### src/rtl/spmv_row_acc_ctrl.sv
// Row-accumulation controller for the SpMV fp16 adder.
// Optional per-row overflow flag: define SPMV_ACC_OVF_FLAG_EN.
module spmv_row_acc_ctrl #(
    parameter int NUM_ROWS = 16,
    parameter int ROW_W    = 4
) (
    input  logic             i_clk,
    input  logic             i_rst,
    input  logic             s_valid,
    output logic             s_ready,
    input  logic [15:0]      s_data,
    input  logic             s_last,
    output logic [15:0]      o_add_a,
    output logic [15:0]      o_add_b,
    input  logic [15:0]      i_add_sum,
    output logic             m_valid,
    input  logic             m_ready,
    output logic [15:0]      m_data,
    output logic [ROW_W-1:0] m_row,
`ifdef SPMV_ACC_OVF_FLAG_EN
    output logic             o_ovf,
`endif
    output logic             o_done
);

    typedef enum logic [1:0] {
        IDLE  = 2'd0,
        ACC   = 2'd1,
        FLUSH = 2'd2
    } state_t;

    localparam logic [ROW_W-1:0] LAST_ROW = ROW_W'(NUM_ROWS - 1);

    state_t           state_q, state_d;
    logic             mval_q, mval_d;
    logic [15:0]      mdata_q, mdata_d;
    logic [ROW_W-1:0] mrow_q, mrow_d;
    logic [ROW_W-1:0] row_q, row_d;
    logic             accept;
    logic             capture;

    assign s_ready = !i_rst && (state_q != FLUSH);
    assign accept  = s_valid && s_ready;
    assign capture = (state_q == FLUSH) && (!mval_q || m_ready);

    // Operand mux: zero on A holds the adder sum when nothing is accepted
    assign o_add_a = accept ? s_data : 16'h0000;
    assign o_add_b = (state_q == IDLE) ? 16'h0000 : i_add_sum;

    assign m_valid = mval_q;
    assign m_data  = mdata_q;
    assign m_row   = mrow_q;
    assign o_done  = mval_q && m_ready && (mrow_q == LAST_ROW);

    // Next-state, output register and row counter update
    always_comb begin
        state_d = state_q;
        mval_d  = mval_q;
        mdata_d = mdata_q;
        mrow_d  = mrow_q;
        row_d   = row_q;
        unique case (state_q)
            IDLE: begin
                if (accept) begin
                    state_d = s_last ? FLUSH : ACC;
                end
            end
            ACC: begin
                if (accept && s_last) begin
                    state_d = FLUSH;
                end
            end
            FLUSH: begin
                if (capture) begin
                    state_d = IDLE;
                end
            end
            default: state_d = IDLE;
        endcase
        if (mval_q && m_ready) begin
            mval_d = 1'b0;
        end
        if (capture) begin
            mval_d  = 1'b1;
            mdata_d = i_add_sum;
            mrow_d  = row_q;
            row_d   = (row_q == LAST_ROW) ? '0 : row_q + 1'b1;
        end
    end

    // State and output registers
    always_ff @(posedge i_clk or posedge i_rst) begin
        if (i_rst) begin
            state_q <= IDLE;
            mval_q  <= 1'b0;
            mdata_q <= 16'h0000;
            mrow_q  <= '0;
            row_q   <= '0;
        end else begin
            state_q <= state_d;
            mval_q  <= mval_d;
            mdata_q <= mdata_d;
            mrow_q  <= mrow_d;
            row_q   <= row_d;
        end
    end

`ifdef SPMV_ACC_OVF_FLAG_EN
    logic ovf_row_q, ovf_row_d;
    logic ovf_q, ovf_d;

    assign o_ovf = ovf_q;

    // Sticky per-row all-ones-exponent flag, restarted by the first product
    always_comb begin
        ovf_row_d = ovf_row_q;
        ovf_d     = ovf_q;
        if (accept) begin
            if (state_q == IDLE) begin
                ovf_row_d = &s_data[14:10];
            end else begin
                ovf_row_d = ovf_row_q | (&s_data[14:10]);
            end
        end
        if (capture) begin
            ovf_d = ovf_row_q | (&i_add_sum[14:10]);
        end
    end

    // Overflow flag registers
    always_ff @(posedge i_clk or posedge i_rst) begin
        if (i_rst) begin
            ovf_row_q <= 1'b0;
            ovf_q     <= 1'b0;
        end else begin
            ovf_row_q <= ovf_row_d;
            ovf_q     <= ovf_d;
        end
    end
`endif

endmodule

### config.mk
export PLATFORM = sky130hd
export DESIGN_NAME = spmv_row_acc_ctrl
export DESIGN_NICKNAME = d
export VERILOG_FILES = /design/src/rtl/spmv_row_acc_ctrl.sv
export SDC_FILE = /design/constraint.sdc
export NUM_CORES = 1
export LEC_CHECK = 0
export ABC_AREA = 1
export CORE_UTILIZATION = 38
export DETAILED_ROUTE_END_ITERATION = 16
export GPL_TIMING_DRIVEN = 0
export PLACE_DENSITY = 0.95
export SYNTH_ARGS = -nofsm -noshare
export SYNTH_HDL_FRONTEND = slang
export SYNTH_SLANG_ARGS = --single-unit
### constraint.sdc
create_clock -name i_clk -period 5.22 [get_ports i_clk]
set_clock_uncertainty 0.05 [all_clocks]
set_input_delay 1.305 -clock i_clk [delete_from_list [all_inputs] [get_ports i_clk]]
set_output_delay 1.305 -clock i_clk [all_outputs]
set_load 0.02 [all_outputs]
# Yosys cells after proc, flatten, opt, wreduce, memory -nomap -nowiden
# Index checks and enable logic that the tools add are counted.
# classes
addsub	1
n_eq_ne	8
mux	10
reduce_logical	12
# op_table
operator	count
two-way mux 16 bit	2
== test 4 bit, second input constant	2
two-way mux 2 bit	4
!= test 2 bit, second input constant	4
logical AND 1 bit	6
case mux 2 bit (3 select lines)	1
adder 4 x 1 -> 4 bit, second input constant	1
two-way mux 4 bit	1
AND reduction 3 bit	1
== test 2 x 1 -> 1 bit, second input constant	1
== test 2 bit, second input constant	1
zero test 1 bit	2
zero test 2 bit	1
two-way mux 1 bit	2
nonzero test 2 bit	1
logical OR 1 bit	1
# word_totals
ff_bits	27
input_bits	37

# Longest topological paths before layout
# logic_depth
word_depth	6
depth_mapped	9

# Least setup slack after synthesis
# No wires, ideal clock.
# synth_path
path_type	input-to-output
from	in i_rst
to	out o_add_a[10]
arrival_ns	2.704
required_time_ns	3.865
setup_slack_ns	1.161
stages	4
cell_sequence	inv_1 -> nand3_2 -> buf_2 -> nor2_1
# synth_between
elab_chain_len	4
# synth_rtl
element	line	rtl
start, declared	8	input logic i_rst,
zero test 1 bit (no source line)	n/a	
logical AND 1 bit	42	assign s_ready = !i_rst && (state_q != FLUSH);
logical AND 1 bit	43	assign accept = s_valid && s_ready;
two-way mux 16 bit	47	assign o_add_a = accept ? s_data : 16'h0000;
end, declared	13	output logic [15:0] o_add_a,
# Every way passes these cells.

# Final worst setup path
# layout_path
from	in i_rst
to	out o_add_a[13]
# Same word-level chain as after synthesis.

==> impl_results.md <==
- Hold Path Stages: 2
- GR Util met1: 22.2%
- Netlist cell types: 25
- Ys async rst share: 100%
- Synth top area share: 48.4%
- Final core occ: 70.3%
- First-pass GRT wire length: 6190 µm
- Sequential share of power: 28.8%
- Inserted Diodes: 0
- Min-delay worst type: register to register
- DRT iter0 DRCs: 40
- Layout cells sized above 1: 7.12%
- Core box area: 3420 µm²
- Worst reg2reg startpoint: state_q[1]
- Fmax achieved: 210 MHz
- Final setup viols: 0
- Setup_tns: 0 ns
- Worst slack, placed: -0.137 ns
- CTS root buffer: clkbuf_4
- Pwr dens: 534 nW/µm²
- Most frequent cell after synthesis: inv_1
- Fin nets: 320
- Congestion Overflow GR: 0
- Worst hold start: m_data[1]
- Number of clock sinks: 27
- Max-cap violations: 0
- Sw Ratio: 45.6%
- Clock transition at the registers of the reported paths: 0.14 ns
- Crit end category: primary output
- Final HPWL from detailed placement: 2930 µm
- Psw: 0.585 mW
- RSZ-0062 raised after global routing: false
- Worst reg-to-reg path cell count: 5
- Leakage power: 1.18 nW
- Final WS setup: 0.460 ns
- Area leader, netlist: dfrtp_1
- Avg WL per Cell: 11.3 µm
- # fillers: 276
- Die Ht: 62.6 µm
- Largest net degree at the start of global routing: 30
- Worst-margin pin slew: 0.651 ns
- Cells after DPL: 322
- Synth Register Bits: 27
- Period utilization: 91.2%
- Synthesized cell area: 1400 µm²
- Reg-to-reg slack, setup: 3.88 ns
- Critical Path Source Type: primary input
- Met2 GRT Util: 36.4%
- Synthesized instance count: 185
- Syn. warnings: 0
- Post-route minimum period: 4.76 ns
- Reg2reg end: m_data[14]
- Max FO, Critical Path: 15
- Via count of the first global-routing pass: 1405
- Sequential share of the synthesized area: 48.4%
- Cell-internal power: 0.697 mW
- Vias per Instance: 4.39
- CP required: 3.87 ns
- Antenna violations before repair: 0
- Max-slew violations: 0
- Grt peak-use layer: met2
- Commonest cells post-synth: inv_1 (43), nor2_1 (35), nand2_1 (32)
- Rel. slew slack: 56.3%
- Port Buffers: 91
- CP Class: primary input to primary output
- Placed Area: 2360 µm²
- Site Rows: 21
- Ys flop type: dfrtp_1
- Clock network power share: 7.1%
- Fin area: 2400 µm²
- Residual DRC count: 0
- Max VDD drop: 0.000362 V
- Total die area: 3920 µm²
- RD Place Congestion: 0.723
- Syn avg cell area: 7.54 µm²
- GRT Util Overall: 19.9%
- WP data arrival: 3.40 ns
- Top cells by area, synth: dfrtp_1 (48%), inv_1 (12%), nor2_1 (9.4%)
- Tot Pwr: 1.28 mW
- Layout area overhead: 72.2%
- CTS H-tree depth: 1
- Comb pwr share: 64.0%
- Post-synth EDFFs: 0
- TritonCTS buffer count: 3
- DIE WIDTH: 62.6 µm
- Final hold violation count: 0
- CTS Buffer Depth: 2
- Final ANT Viol Nets: 0
- Hold Path End: m_data[1]
- Status: finished, final reports clean
- Syn Nets: 223
- GR Util met3: 5.66%
- Clock latency at the later pin of the worst-skew pair: 0.33 ns
- Io pins: 92
- Final wirelength: 3700 µm
- CTS tree: done
- 1st-pass router iterations: 4
- Hold slack: 0.451 ns
- Via Count: 1437
- Starting Density: 40.8%
- Final std cells w/o fill: 327
## power by group through the flow
stage | Clock [mW] | Sequential [mW] | Combinational, mW
final | 0.0914 | 0.370 | 0.821
after global placement | 0 | 0.370 | 0.805
after detailed placement | 0 | 0.375 | 0.826
after global routing | 0.106 | 0.385 | 0.892
after floorplan | 0 | 0.461 | 0.361
after CTS | 0.0968 | 0.371 | 0.832
## kinds of logic after synthesis
family	after synthesis	share of synthesized area, %
AND/OR/NAND/NOR	81	26.3
buffers and inverters	51	14.7
flip-flops	27	48.4
AO/OA/AOI/OAI	24	9.06
XOR/XNOR	1	0.628
adder cells (fa/ha/maj)	1	0.897
## state kept, by name, indices dropped and copies added (netlist names)
register,cells
m_valid,1
state_q,2
m_row,4
row_q,4
m_data,16
## worst max-delay path by stage
stage | start | endpoint | slack (ns) | depth (start not counted)
after floorplan | i_rst | o_add_a[10] | 1.16 | 4
after global placement | i_rst | o_add_a[7] | -0.04 | 6
after detailed placement | i_rst | o_add_a[13] | -0.14 | 6
after CTS | i_rst | o_add_a[13] | 0.14 | 6
after global routing | i_rst | o_add_a[13] | 0.24 | 6
final | i_rst | o_add_a[13] | 0.46 | 6
## cell usage in the layout (no fill, tap or decap), drive strengths merged
cell type	instances
nand3	4
clkdlybuf4s50	91
nand4	2
clkinvlp	3
ha	1
dfrtp	27
o21ai	21
and2	1
nor3	1
o21bai	1
clkbuf	5
xor2	1
nor2	38
inv	44
buf	4
a21oi	2
nand2	35
## what timing repair did
action,CTS,global route
gates resized for setup,1,0
gates cloned,0,1
buffers inserted,0,0
hold buffers,0,0
setup endpoints to repair,10,3
## critical path, stage by stage
cell and delay [ns]:
clkdlybuf4s50_1 0.59, clkinvlp_4 0.35, nand3_2 0.28, buf_2 0.24
nor2_1 0.07, clkdlybuf4s50_1 0.56
## metal layers
| layer | up-vias | part of all wire (%) |
|---|---|---|
| met3 | 2 | 8.3 |
| met2 | 61 | 50 |
| met4 | 0 | 0.41 |
| met1 | 641 | 42 |
| met5 | - | 0 |
| li1 | 733 | - |
## area by class of cell
cell class	instances	area [µm²]	area share (%)
flip-flops and latches	27	676	28.1
repair buffers	91	911	37.9
clock buffers	3	22.5	0.938
multi-input cells	107	514	21.4
plain buffers	6	33.8	1.41
well taps	46	57.6	2.40
clock inverters	1	7.51	0.313
repair inverters	1	5.00	0.208
inverters	45	175	7.29
Power figures use the tool's default switching activity.
